==> src/rtl/slot_pkg.sv <==
// Shared types and helpers for the slot bank controller: FSM state encoding,
// bet denominations and the bet switch decoder.
package slot_pkg;

    typedef enum logic [1:0] {
        ST_IDLE        = 2'd0,
        ST_WAIT_RESULT = 2'd1,
        ST_PAYOUT      = 2'd2
    } slot_state_e;

    localparam logic [7:0] BET_1   = 8'd1;
    localparam logic [7:0] BET_10  = 8'd10;
    localparam logic [7:0] BET_50  = 8'd50;
    localparam logic [7:0] BET_100 = 8'd100;

    // Highest switch wins; zero means no bet selected.
    function automatic logic [7:0] decode_bet(input logic [3:0] sel);
        logic [7:0] bet;
        bet = 8'd0;
        if (sel[3])      bet = BET_100;
        else if (sel[2]) bet = BET_50;
        else if (sel[1]) bet = BET_10;
        else if (sel[0]) bet = BET_1;
        return bet;
    endfunction

endpackage

==> src/rtl/slot_reel_match.sv <==
// Combinational reel comparator: flags when every reel shows the same symbol,
// and when that common symbol is all ones.
module slot_reel_match #(
    parameter int NUM_REELS = 4,
    parameter int REEL_W    = 4
) (
    input  logic [NUM_REELS*REEL_W-1:0] reels,
    output logic                        all_equal,
    output logic                        all_ones
);

    always_comb begin
        all_equal = 1'b1;
        for (int i = 1; i < NUM_REELS; i++) begin
            if (reels[i*REEL_W +: REEL_W] != reels[REEL_W-1:0]) all_equal = 1'b0;
        end
        all_ones = all_equal && (reels[REEL_W-1:0] == {REEL_W{1'b1}});
    end

endmodule

==> src/rtl/slot_bank_ctrl.sv <==
// Slot machine bank controller: takes bets, waits for a reel result and pays
// out with saturation. Define SLOT_JACKPOT_EN to add the progressive jackpot pool.
module slot_bank_ctrl
    import slot_pkg::*;
#(
    parameter int NUM_REELS = 4,
    parameter int REEL_W    = 4,
    parameter int BAL_W     = 27,
    parameter int BAL_INIT  = 100,
    parameter int BAL_MAX   = 1000,
    parameter int WIN_MULT  = 2
) (
    input  logic                        clk,
    input  logic                        rst,
    input  logic [3:0]                  bet_sel,
    input  logic                        spin_req,
    input  logic                        reels_valid,
    input  logic [NUM_REELS*REEL_W-1:0] reels,
    output logic [BAL_W-1:0]            balance,
    output logic                        busy,
    output logic                        spin_done,
    output logic                        win,
    output logic                        reject,
    output logic                        jackpot
);

    localparam int WW = BAL_W + 4;
    localparam logic [WW-1:0]    MAX_W    = WW'(BAL_MAX);
    localparam logic [BAL_W-1:0] INIT_BAL = BAL_W'(BAL_INIT);

    // Wide sums are clamped here so the balance can never wrap past the ceiling.
    function automatic logic [BAL_W-1:0] sat_bal(input logic [WW-1:0] v);
        if (v > MAX_W) return BAL_W'(BAL_MAX);
        return v[BAL_W-1:0];
    endfunction

    slot_state_e                 state_q, state_d;
    logic [BAL_W-1:0]            bal_q, bal_d;
    logic [BAL_W-1:0]            bet_q, bet_d;
    logic [NUM_REELS*REEL_W-1:0] reels_q, reels_d;
    logic                        spin_done_q, spin_done_d;
    logic                        win_q, win_d;
    logic                        reject_q, reject_d;
    logic [BAL_W-1:0]            bet_dec;
    logic [WW-1:0]               credit_w;
    logic                        all_equal, all_ones;

    assign bet_dec  = BAL_W'(decode_bet(bet_sel));
    assign credit_w = {4'b0, bal_q} + {4'b0, bet_q} * WW'(WIN_MULT);

    slot_reel_match #(
        .NUM_REELS(NUM_REELS),
        .REEL_W   (REEL_W)
    ) u_match (
        .reels    (reels_q),
        .all_equal(all_equal),
        .all_ones (all_ones)
    );

`ifdef SLOT_JACKPOT_EN
    logic [BAL_W-1:0] pool_q, pool_d;
    logic             jackpot_q, jackpot_d;
    assign jackpot = jackpot_q;
`else
    logic unused_all_ones;
    assign unused_all_ones = all_ones;
    assign jackpot         = 1'b0;
`endif

    always_comb begin
        state_d     = state_q;
        bal_d       = bal_q;
        bet_d       = bet_q;
        reels_d     = reels_q;
        spin_done_d = 1'b0;
        win_d       = 1'b0;
        reject_d    = 1'b0;
`ifdef SLOT_JACKPOT_EN
        pool_d      = pool_q;
        jackpot_d   = 1'b0;
`endif
        case (state_q)
            ST_IDLE: begin
                if (spin_req && (bet_dec != '0)) begin
                    if (bal_q >= bet_dec) begin
                        bet_d   = bet_dec;
                        bal_d   = bal_q - bet_dec;
                        state_d = ST_WAIT_RESULT;
`ifdef SLOT_JACKPOT_EN
                        pool_d  = sat_bal({4'b0, pool_q} + WW'(1));
`endif
                    end else begin
                        reject_d = 1'b1;
                    end
                end
            end
            ST_WAIT_RESULT: begin
                if (reels_valid) begin
                    reels_d = reels;
                    state_d = ST_PAYOUT;
                end
            end
            ST_PAYOUT: begin
                spin_done_d = 1'b1;
                state_d     = ST_IDLE;
                if (all_equal) begin
                    win_d = 1'b1;
                    bal_d = sat_bal(credit_w);
`ifdef SLOT_JACKPOT_EN
                    if (all_ones) begin
                        bal_d     = sat_bal(credit_w + {4'b0, pool_q});
                        pool_d    = INIT_BAL;
                        jackpot_d = 1'b1;
                    end
`endif
                end
            end
            default: state_d = ST_IDLE;
        endcase
    end

    always_ff @(posedge clk) begin
        if (rst) begin
            state_q     <= ST_IDLE;
            bal_q       <= INIT_BAL;
            bet_q       <= '0;
            spin_done_q <= 1'b0;
            win_q       <= 1'b0;
            reject_q    <= 1'b0;
`ifdef SLOT_JACKPOT_EN
            pool_q      <= INIT_BAL;
            jackpot_q   <= 1'b0;
`endif
        end else begin
            state_q     <= state_d;
            bal_q       <= bal_d;
            bet_q       <= bet_d;
            spin_done_q <= spin_done_d;
            win_q       <= win_d;
            reject_q    <= reject_d;
`ifdef SLOT_JACKPOT_EN
            pool_q      <= pool_d;
            jackpot_q   <= jackpot_d;
`endif
        end
    end

    // Captured reels are only read in PAYOUT, which is always preceded by a capture.
    always_ff @(posedge clk) begin
        reels_q <= reels_d;
    end

    assign balance   = bal_q;
    assign busy      = (state_q != ST_IDLE);
    assign spin_done = spin_done_q;
    assign win       = win_q;
    assign reject    = reject_q;

endmodule

==> config.mk <==
export PLATFORM = sky130hd
export DESIGN_NAME = slot_bank_ctrl
export DESIGN_NICKNAME = d
export VERILOG_FILES = /design/src/rtl/slot_pkg.sv /design/src/rtl/slot_reel_match.sv /design/src/rtl/slot_bank_ctrl.sv
export SDC_FILE = /design/constraint.sdc
export NUM_CORES = 1
export LEC_CHECK = 0
export ABC_AREA = 1
export CORE_ASPECT_RATIO = 0.8
export CORE_MARGIN = 2
export CORE_UTILIZATION = 61
export CTS_CLUSTER_DIAMETER = 40
export DETAILED_ROUTE_END_ITERATION = 7
export HOLD_SLACK_MARGIN = 0.05
export PLACE_DENSITY = 0.87
export RECOVER_POWER = 25
export SYNTH_ARGS = -nofsm -noshare
export SYNTH_HDL_FRONTEND = slang
export SYNTH_SLANG_ARGS = --single-unit
==> constraint.sdc <==
create_clock -name clk -period 7.1 [get_ports clk]
set_input_delay 0.71 -clock clk [delete_from_list [all_inputs] [get_ports clk]]
set_output_delay 0.71 -clock clk [all_outputs]
set_load 0.1 [all_outputs]
* After elaboration in Yosys (flattened, before gate mapping)
Cells that the tools add are included.
** Word-level totals
- Register bits :: 56
- Latch bits :: 0
- Memory bits (writable) :: 0
- ROM bits :: 0
- Input port bits :: 24
- Output and inout port bits :: 32
- Word-level logic and storage cells :: 57
- Memories kept :: 0
** Operators by class
- $add $sub $neg :: 2
- $mul :: 0
- Divide/modulo/power cells :: 0
- $lt $le $gt $ge :: 2
- Equal/unequal tests :: 9
- Shift-type cells :: 0
- Mux-type cells :: 23
- Bitwise gates (word level) :: 3
- Reduce and logical (&&, ||, !) cells :: 11
** Operators with widths (count)
- 27-bit two-way mux :: 5
- 27-bit one-hot mux with 2 select lines :: 1
- 27-bit by 9-bit adder with 28-bit output :: 1
- 28-bit by 10-bit greater-than comparator with 1-bit output, second input constant :: 1
- 27-bit by 8-bit >= comparator with 1-bit output :: 1
- 27-bit nonzero test :: 1
- 27-bit by 8-bit subtractor with 27-bit output :: 1
- 4-bit != test :: 3
- 1-bit two-way mux :: 10
- 2-bit != test, second input constant :: 4
- 7-bit two-way mux :: 1
- 2-bit two-way mux :: 3
- 6-bit two-way mux :: 1
- 3-bit AND reduction :: 2
- 4-bit two-way mux :: 1
- 2-bit one-hot mux with 2 select lines :: 1
- 4-bit AND reduction :: 1
- 2-bit nonzero test :: 2
- 1-bit inverter :: 3
- 3-bit OR reduction :: 1
- 2-bit by 1-bit equality test with 1-bit output, second input constant :: 1
- 2-bit equality test, second input constant :: 1
- 2-bit logical NOT :: 1
- 2-bit AND reduction :: 1
- other kinds (2) :: 2

* Logic depth before layout (Yosys ltp)
- Depth after elaboration :: 9
- Depth in mapped cells :: 19
- Mapped depth without buffers :: 18

* Cells and area by module
A second synthesis with hierarchy kept.
** Unflattened totals
- Cell total of the unflattened synthesis :: 684
- Area total of the unflattened synthesis :: 4334.2 um^2
** By module, submodules not included
- slot_bank_ctrl :: times used 1, cells an instance 636, area each 4130.2 um^2
- slot_reel_match :: times used 1, cells an instance 48, area each 203.9 um^2

* Worst setup path before layout
OpenSTA, ideal clock, no wires.
- Path kind :: register to register
- Start :: reg bal_q[0], in the netlist balance[0]
- End :: reg bal_q[22], in the netlist balance[22]
- Library setup time :: 0.122 ns
- Arrival time :: 2.832 ns
- Data required time :: 6.978 ns
- Slack :: 4.146 ns
- Stages on the path, launching flop included :: 16
- Clock period less this slack :: 2.954 ns
- Path through :: dfxtp_1 inv_1 ha_1 fa_1 inv_1 nand2_1 o21ai_0 inv_1 o21bai_1 nand2_1 nand4_1 nor2_1 nand3_1 a21oi_1 o21ai_0 a21oi_1
** On the way
- Word-level cells in the longest chain between the ends :: 8
** Ends and longest elaborated chain
- start, declared :: line slot_bank_ctrl.sv:38 : logic [BAL_W-1:0] bal_q, bal_d;
- start signal, assigned :: line slot_bank_ctrl.sv:136 : bal_q <= bal_d;
- 27-bit by 9-bit adder with 28-bit output :: line slot_bank_ctrl.sv:49 : assign credit_w = {4'b0, bal_q} + {4'b0, bet_q} * WW'(WIN_MULT);
- 28-bit by 10-bit greater-than comparator with 1-bit output :: line slot_bank_ctrl.sv:33 : if (v > MAX_W) return BAL_W'(BAL_MAX);
- 1-bit two-way mux :: line slot_bank_ctrl.sv:33
- 1-bit two-way mux :: line slot_bank_ctrl.sv:106 : if (all_equal) begin
- 1-bit two-way mux :: line slot_bank_ctrl.sv:82 : case (state_q)
- 27-bit two-way mux :: line slot_bank_ctrl.sv:34 : return v[BAL_W-1:0];
- 27-bit two-way mux :: line slot_bank_ctrl.sv:106
- 27-bit one-hot mux with 2 select lines :: line slot_bank_ctrl.sv:82
Several ways; a longest one is shown, not always the timed one. The select of a mux whose other input is x is not followed.
A chain may end at the register's enable or synchronous reset.

* Worst setup path in the final report
- Start :: in bet_sel[1]
- End :: reg bal_q[5], in the netlist balance[5]
** On the way
- Word-level cells in the longest chain between the ends :: 7
** Ends and longest elaborated chain
- start, declared :: line slot_bank_ctrl.sv:15 : input logic [3:0] bet_sel,
- 4-bit two-way mux * :: line slot_pkg.sv:22 : else if (sel[1]) bet = BET_10;
- 6-bit two-way mux * :: line slot_pkg.sv:21 : else if (sel[2]) bet = BET_50;
- 7-bit two-way mux * :: line slot_pkg.sv:20 : if (sel[3]) bet = BET_100;
- via bet_dec[1] :: line slot_bank_ctrl.sv:44 : logic [BAL_W-1:0] bet_dec;
- 27-bit by 8-bit subtractor with 27-bit output or 27-bit nonzero test (tied branches) :: line slot_bank_ctrl.sv:87, slot_bank_ctrl.sv:84
- 27-bit two-way mux or 1-bit logical AND (tied branches) :: line slot_bank_ctrl.sv:85, slot_bank_ctrl.sv:84
- 27-bit two-way mux or 2-bit != test (tied branches)
- 27-bit one-hot mux with 2 select lines or 4-bit AND reduction (tied branches)
Mark *: on every way through the listed nets, which the timed path passes. The rest lies on a longest branch. The select of a mux whose other input is x is not followed.

==> metrics <==
clk slew on worst S/H paths 110 ps; Worst Hold Launch bet_q[0]; WL per Instance 15.2 um; leak pwr 2.20 nW; Starting DRT DRC Count 521; commonest register cell after synthesis dfxtp_1; number of global-route vias before repair 4260; mean cell area of the mapped netlist 6.36 um2; flop-to-flop setup slack 3590 ps; hold_buf cts 0; Syn Inst Count 667; Synthesized Nets 707; Crit Reg-Reg Endpoint balance[6]; ys async rst share 0%; reg2reg path depth 10; worst skew pair latency 320 ps; Setup WS post-layout 3530 ps; multi-input logic area 2530 um2; Hold Crit Class reg -> reg; Ys Warns 0; failing checks max-capacitance violations, max-slew violations; worst slew pin tran 1840 ps; RR Startpoint state_q[1]; CTS H-tree lvls 2; Total GRT Usage 32.6%; WS Path Type in -> reg; Max Slew Vio Count 17; hold path cells 2; top cell type's share of synthesized area 17.9%; worst clock skew 17.1 ps; Crit Path Max Fanout 37; nets 744; die width 97.2 um; via/cell ratio 5.80; Cell Area, Synth 4240 um2; initial antenna violation count 0; Worst EP arrival 3820 ps; Setup Fix Bufs, Post-CTS 0; Max Freq 280 MHz; dpl hpwl 9.28 mm; Max-Cap Viols 1; drt pass-1 iters 5; grt ovf 0; post-route ant nets 0; CORE AREA 6790 um2; largest net degree at the start of global routing 38; first-pass GRT wire length 20.3 mm; Synth area leader dfxtp_1; starting density of the core 62.4%; PortBufs 54; CP Launch Type primary input; DRC errors left 0; Routed WL 12.0 mm; global placer's final weighted congestion 0.999; top cells by area, synth dfxtp_1 (18%), nand2_1 (16%), edfxtp_1 (11%), inv_1 (7.6%), nand3_1 (6.5%); Rel. slew slack -23.3%; root buf cell clkbuf_8; area grow syn2layout 14.6%; io pins 56; Rows 27; Worst IR Drop VDD 0.205 mV; die height 78.6 um; RSZ-0062 raised after global routing false; status complete, but fails checks; n_diodes 0; crit end category flip-flop; sequential area share after synthesis 29.3%; WHS Endpoint bet_q[0]; post_cts resized 0; Final Critical Period 3570 ps; register cell area after layout 1240 um2; fillers 562; Req. time, crit path 7350 ps; EDFF count, synth 16; Synth cell types 40; clock tree from TritonCTS yes; clock tree buffer depth 2; share of layout cells above drive strength 1 6.10%; flops & latches, synth 54; Fin Setup TNS 0 ps; cts bufs inserted 5; Cell Pwr Density 269 nW/um2; Clock Sinks 54; Setup violations, final 0; Vias 4591; Die Area 7640 um2; fin crit share 50.2%; Place WS 3230 ps; Final Hold Viols 0
[worst max path at each step]
stage / startpoint / to / slack, ps / cells after the start
after detailed placement: bet_sel[1] / balance[5] / 3230 / 17
after global routing: state_q[1] / balance[5] / 3330 / 10
after CTS: bet_sel[1] / balance[5] / 3560 / 17
after floorplan: balance[0] / balance[22] / 4150 / 15
after global placement: bet_sel[3] / balance[5] / 3350 / 16
final: bet_sel[1] / balance[5] / 3530 / 17
[critical path, stage by stage]
cell and delay, ps:
clkdlybuf4s50_1 490, inv_1 80, o21ai_0 350, inv_1 140, ha_1 290, nand2_1 80
o21ai_1 110, nand2_1 110, nand3_1 100, nor2_2 160, nand3_2 160, o21ai_4 250
nand2_4 250, inv_4 260, nand2_1 70, nand2_1 60, o21bai_1 130
[cell usage after synthesis (all sizes together) (3+ instances only)]
cell      n
o21ai    35
nor3     12
nand4    14
a21oi    40
clkbuf    6
dfxtp    38
inv      92
xor2     16
o21bai    4
ha       14
buf      18
edfxtp   16
nand3    60
nor4      3
nand2   193
or2       3
nand3b    5
nor2     83
a211oi    3
[power breakdown]
group	switching (W)	total (W)	internal (W)
Combinational	0.000504	0.000705	0.000201
Clock	0.000109	0.000180	0.0000714
Sequential	0.0000703	0.000423	0.000352
[registers in the layout, indices dropped and copies added, names as in the netlist]
signal	flops
reject	1
balance	27
win	1
bet_q	6
spin_done	1
reels_q	16
state_q	2
[cell usage in the layout, fill, tap and decap left out, types with 2 or more instances in the layout]
cell,n
ha_1,14
xor2_1,16
fa_1,2
a31oi_1,2
nor2_2,10
inv_2,4
nand3b_1,5
or2_2,3
o31ai_1,2
dfxtp_1,38
nor4_1,3
clkdlybuf4s50_1,36
inv_1,87
nand2_1,186
a211oi_1,3
nand4_1,14
edfxtp_1,16
nor3_1,12
o21bai_1,4
clkbuf_8,5
nand2_2,6
dlygate4sd3_1,18
a21oi_1,40
nand3_1,55
nand3_2,5
nor2_4,3
o21ai_0,33
nor2_1,70
[stage by stage]
stage	total power, W	std cells	hold slack (ps)	util [%]	area [um2]
finish	0.00131	792	500	71.5	4860
global placement	0.00110	784	479	70.2	4770
detailed placement	0.00112	784	483	70.2	4770
global route	0.00139	792	520	71.5	4860
CTS	0.00129	792	496	71.6	4860
floorplan	0.000960	667	447	-	4240
[logic make-up after synthesis]
kind of cell,after synthesis,synth area share [%]
AOI/OAI and AO/OA,89,11.7
xor gates and xnor gates,16,3.30
adders and majority gates,16,5.08
buffers and inverters,116,11.2
DFF,54,29.3
other,1,0.0884
and+or+nand+nor,375,39.4
[layer usage]
layer | vias to the layer above | GRT usage (%) | wire length (um)
met4 | 0 | 10.0 | 246
met3 | 32 | 4.45 | 1070
met2 | 240 | 53.3 | 5430
met5 | - | 0 | 0
li1 | 2219 | - | -
met1 | 2100 | 45.4 | 5260
[layout make-up]
cell class | count | area share (%)
flip-flops and latches | 54 | 25.5
repair buffers | 54 | 11.1
inverters | 92 | 7.16
multi-input cells | 497 | 52.0
clock buffers | 5 | 1.42
clock inverters | 3 | 0.515
well taps | 87 | 2.24
Note: power is estimated with default switching activity, not from simulation.
==> RTL change 1 (same settings) <==
`REEL_W` is set to 4 in 2 places; all go to 6.
--- a/src/rtl/slot_reel_match.sv
+++ b/src/rtl/slot_reel_match.sv
@@ -2,7 +2,7 @@
 // and when that common symbol is all ones.
 module slot_reel_match #(
     parameter int NUM_REELS = 4,
-    parameter int REEL_W    = 4
+    parameter int REEL_W    = 6
 ) (
     input  logic [NUM_REELS*REEL_W-1:0] reels,
     output logic                        all_equal,
--- a/src/rtl/slot_bank_ctrl.sv
+++ b/src/rtl/slot_bank_ctrl.sv
@@ -4,7 +4,7 @@
     import slot_pkg::*;
 #(
     parameter int NUM_REELS = 4,
-    parameter int REEL_W    = 4,
+    parameter int REEL_W    = 6,
     parameter int BAL_W     = 27,
     parameter int BAL_INIT  = 100,
     parameter int BAL_MAX   = 1000,
Interface: changed (resized reels); port bits go from 56 to 64. No check against the original RTL was run, so the function may have changed too.
==> RTL change 1 against the unedited design <==
Setup slack got worse by 140 ps; via count rose by 8.1%; register-to-register slack improved by 450 ps; total power rose by 3.4%; largest cell class unchanged; final area rose by 13%; sequential cell count rose by 8; synthesized area rose by 9.7%; routed wire length rose by 14%.
==> RTL change 1: results (changes against the unedited design) <==
* Clock tree buffer depth at 2 (unchanged)
* Hold Path Class: flop to flop
* Pin count of the biggest net entering global routing at 38 (unchanged)
* FILL cells at 598 (+6.4%)
* Share of layout cells above drive strength 1 at 7.04% (+0.94 points)
* Number of flops mapped to enable cells by yosys at 24 (+8)
* Synth top area cells: dfxtp_1 16%, edfxtp_1 15%, nand2_1 15%
* R2r startpoint: balance[1]
* R2R Setup Slk at 4040 ps (+450 ps)
* Largest stage delay, worst path at 440 ps (-50 ps)
* Routability cong. at 0.921 (-7.8%)
* Ys async rst share at 0% (unchanged)
* Leakage Power at 0.00245 uW (+11%)
* Tightest Pin Transition at 1270 ps (-565 ps)
* Setup WS pre-CTS at 3130 ps (-105 ps)
* Final net count at 810 (+8.9%)
* Hold path cells at 1 (-1)
* TritonCTS Buffers at 9 (+4)
* Synth top cells by count: 186 x nand2_1, 92 x inv_1, 70 x nor2_1
* Complex-gate fraction of the synthesized area at 11.3% (-0.47 points)
* Peak supply drop at 0.159 mV (-22%)
* Post-synthesis sequential area ratio at 31.9% (+2.6 points)
* Reg2reg path depth at 16 (+6)
* Root Buffer: clkbuf_8
* Drt pass-1 iters at 6 (+1)
* Detailed Place HPWL at 10300 um (+11%)
* Run status: complete, no violations
* Post-CTS setup buffers at 0 (unchanged)
* Clk_skew at 13.7 ps (-3.45 ps)
* Wire per inst at 15.7 um (+3.7%)
* Vias in the first global route at 4463 (+4.8%)
* Vias at 4965 (+8.1%)
* Port-buffer cells at 62 (+15%)
* Crit path DAT at 3890 ps (+70 ps)
* Adder-cell share of the synthesized area at 4.63% (-0.45 points)
* XOR/XNOR Fraction of Synth Area at 3.20% (-0.10 points)
* Global-route wire length before repair at 22000 um (+8.4%)
* CTS clk-pin slew, worst paths at 70 ps (-40 ps)
* Syn nets at 755 (+6.8%)
* Hold wc startpoint: state_q[1]
* Number of distinct library cells after synthesis at 44 (+10%)
* DRT iter0 DRCs at 461 (-12%)
* Tot GR Track Use at 34.3% (+1.7 points)
* Crit-path leading delay family: simple AND/OR/NAND/NOR gates
* Clk_lat worst skew at 340 ps (+20 ps)
* CTS HTree Levels at 3 (+1)
* Hold endpoint: state_q[1]
==> RTL change 1: power by group <==
| group | internal, uW | switching (uW) | leakage [uW] |
|---|---|---|---|
| logic | 169 | 413 | 0.00182 |
| registers | 402 | 55.9 | 0.000532 |
| clock network | 169 | 143 | 0.0000944 |
| total | 740 | 612 | 0.00245 |
==> RTL change 1: through the flow <==
step           instance area (sq um)  power (uW)  hold WS (ps)  util (%)  cells
2_1_floorplan                   4650         894           459         -    707
5_1_grt                         5480        1420           513      74.2    872
6_report                        5480        1350           498      74.2    872
3_3_place_gp                    5310        1030           489      71.8    856
3_5_place_dp                    5310        1040           501      71.8    856
4_1_cts                         5500        1340           511      74.4    872
==> RTL change 1: how the worst max path moves through the flow <==
stage / from / endpoint / slack [ps] / cells after the start
CTS: bet_sel[3] / balance[6] / 3490 / 15
finish: bet_sel[3] / balance[6] / 3400 / 15
global route: bet_sel[3] / balance[6] / 3110 / 15
global placement: bet_sel[3] / balance[6] / 3220 / 15
detailed placement: bet_sel[3] / balance[6] / 3130 / 15
floorplan: balance[1] / balance[0] / 4110 / 17
==> RTL change 1: layer usage <==
metal  vias to the layer above  wire length, um  track usage (%)
li1                       2408                -                -
met1                      2287             5920             47.0
met2                       243             6270             54.5
met3                        27             1260             7.58
met4                         0              260             10.7
met5                         -                0                0
==> RTL change 1: cell type report <==
type	instances	area share, %
Sequential cell	62	27.0
Clock buffer	11	2.58
Tap cell	105	2.40
Clock inverter	5	0.913
Timing Repair Buffer	64	11.5
Inverter	96	6.59
Multi-Input combinational cell	529	49.1
==> RTL change 1: kinds of logic after synthesis <==
group	Yosys count
AND/OR/NAND/NOR	398
buffers and inverters	116
AO/OA/AOI/OAI	97
flip-flops	62
XOR/XNOR	17
adder cells (fa/ha/maj)	16
other	1
==> RTL change 2 (config.mk and constraints unchanged) <==
Made on the original files. Reset style: asynchronous (`rst`), changed in one clocked block.
--- a/src/rtl/slot_bank_ctrl.sv
+++ b/src/rtl/slot_bank_ctrl.sv
@@ -119,7 +119,7 @@
         endcase
     end
 
-    always_ff @(posedge clk) begin
+    always_ff @(posedge clk or posedge rst) begin
         if (rst) begin
             state_q     <= ST_IDLE;
             bal_q       <= INIT_BAL;
Check against the original RTL: differs if rst is asserted again (counterexample within 4 cycles, from zero or initial values and one cycle with rst high); with rst held inactive, the same outputs for 10 cycles.
==> RTL change 2 against the unedited design <==
The run still ends with max-capacitance violations, max-slew violations left; final area grew 5.2%; worst hold slack improved by 27 ps; sequential cell count unchanged; register-to-register slack worse by 420 ps; routed wire length grew 4.6%; setup slack worse by 360 ps; largest cell class unchanged; global-route usage shrank 0.15 points; sequential share of layout area increased by 2.5 points; synthesized cell count fell by 6.0%; synthesized area up 6.7%; non-clock buffer count rose by 1.
Power is not compared: it rests on default switching activity, and its combinational part moved more than twofold at a synthesized area within 25%.
==> RTL change 2: results (changes against the unedited design) <==
* Max-cap violations at 1 (unchanged)
* Placed cell count at 749 (-4.5%)
* Post-synthesis cell count at 627 (-6.0%)
* Number of distinct library cells after synthesis at 50 (+25%)
* Share of layout cells above drive strength 1 at 11.5% (+5.4 points)
* Global-route wire length before repair at 20600 um (+1.4%)
* Setup WS pre-CTS at 3330 ps (+101 ps)
* Met2 Usage GRT at 51.3% (-1.9 points)
* M1 GR Usage at 44.9% (-0.54 points)
* Post-synth top flop: dfrtp_1
* Syn nets at 667 (-5.7%)
* Final Max Slew Viols at 39 (+22)
* Sequential cell area share at 28.1% (+2.5 points)
* Failing checks: max-capacitance violations, max-slew violations
* Pin count of the biggest net entering global routing at 45 (+18%)
* Run status: complete, but fails checks
* Final non-clock buffer share at 10.7% (-0.47 points)
* Final net count at 706 (-5.1%)
* Hold wc startpoint: balance[5]
* Worst path slowest cell: nor2_1
* Largest stage delay, worst path at 1060 ps (+570 ps)
* Crit path max fanout at 44 (+19%)
* Register area at 0.00144 sq mm (+16%)
* Cell Area, Placed at 0.00501 sq mm (+5.0%)
* Synth top area cells: dfrtp_1 19%, nand2_1 12%, edfxtp_1 11%
* Worst Hold Margin at 527 ps (+26.9 ps)
* Slew HR at -46.4% (-23 points)
* Multi-input gates at 461 (-7.2%)
* Core Area at 0.00729 sq mm (+7.3%)
* Detailed Place HPWL at 9940 um (+7.1%)
* R2R Setup Slk at 3170 ps (-420 ps)
* Routability cong. at 0.973 (-2.6%)
* ClkCell Share at 2.18% (+0.25 points)
* Inverters at 89 (-3.3%)
* Synth top cells by count: 143 x nand2_1, 83 x inv_1, 64 x nor2_1
* Non-clk bufs at 55 (+1.9%)
* Reg2reg path depth at 9 (-1)
* DRT Wirelength at 12600 um (+4.6%)
* Hold endpoint: balance[5]
* Multi-input combinational area share at 50.3% (-1.7 points)
* DRT iter0 DRCs at 459 (-12%)
* Clk_skew at 10.1 ps (-7.04 ps)
* Post-synthesis sequential area ratio at 31.7% (+2.4 points)
* Root Buffer: clkbuf_8
* Non-Filler Instances at 757 (-4.4%)
* Tot GR Track Use at 32.5% (-0.15 points)
* Worst r2r dst: balance[4]
## RTL change 2: changes by cell type in the layout (fill, tap and decap cells not counted), moves of 5 or more
cell and change:
nand2_1 -43, dfxtp_1 -38, dfrtp_1 +35, a21oi_1 -20, o21ai_1 +16, nand4_1 +14, nand3_1 -11, a21oi_2 +8
o21ai_0 -7, nor2_1 -5, nor2_2 +5
## RTL change 2: worst max path at each step
stage	start	endpoint	slack, ps	depth (start not counted)
2_1_floorplan	balance[1]	balance[0]	4210	13
3_3_place_gp	bet_sel[1]	balance[7]	3490	16
3_5_place_dp	bet_sel[3]	balance[20]	3330	16
4_1_cts	bet_sel[3]	balance[20]	3650	16
5_1_grt	state_q[1]	balance[4]	2790	9
6_report	state_q[1]	balance[4]	3170	9
## RTL change 2: where the power goes
part	internal, uW	switching (uW)	leakage (uW)
clock	105	104	0.0000562
combinational	479	1230	0.00165
sequential	416	191	0.000635
total	1000	1520	0.00234
## RTL change 2: worst register-to-register path: stages (launching register included)
cell	delay, ps
dfrtp_1	430
inv_1	90
nor2_1	1060
inv_1	760
a211oi_1	450
nand4_1	310
nand2_8	370
inv_4	120
nor2_1	170
a21oi_2	70
## RTL change 2: metal layers
metal | up-vias | wire (um)
li1 | 2117 | -
met1 | 1997 | 5280
met2 | 236 | 5630
met3 | 33 | 1380
met4 | 0 | 283
met5 | - | 0
## RTL change 2: cell families after synthesis
group,after synthesis,synth area share [%]
simple gates,343,37.7
buf+inv,112,11.3
compound gates,85,11.3
flops,54,31.7
xor+xnor,16,3.10
fa+ha+maj,16,4.76
other cells,1,0.0829
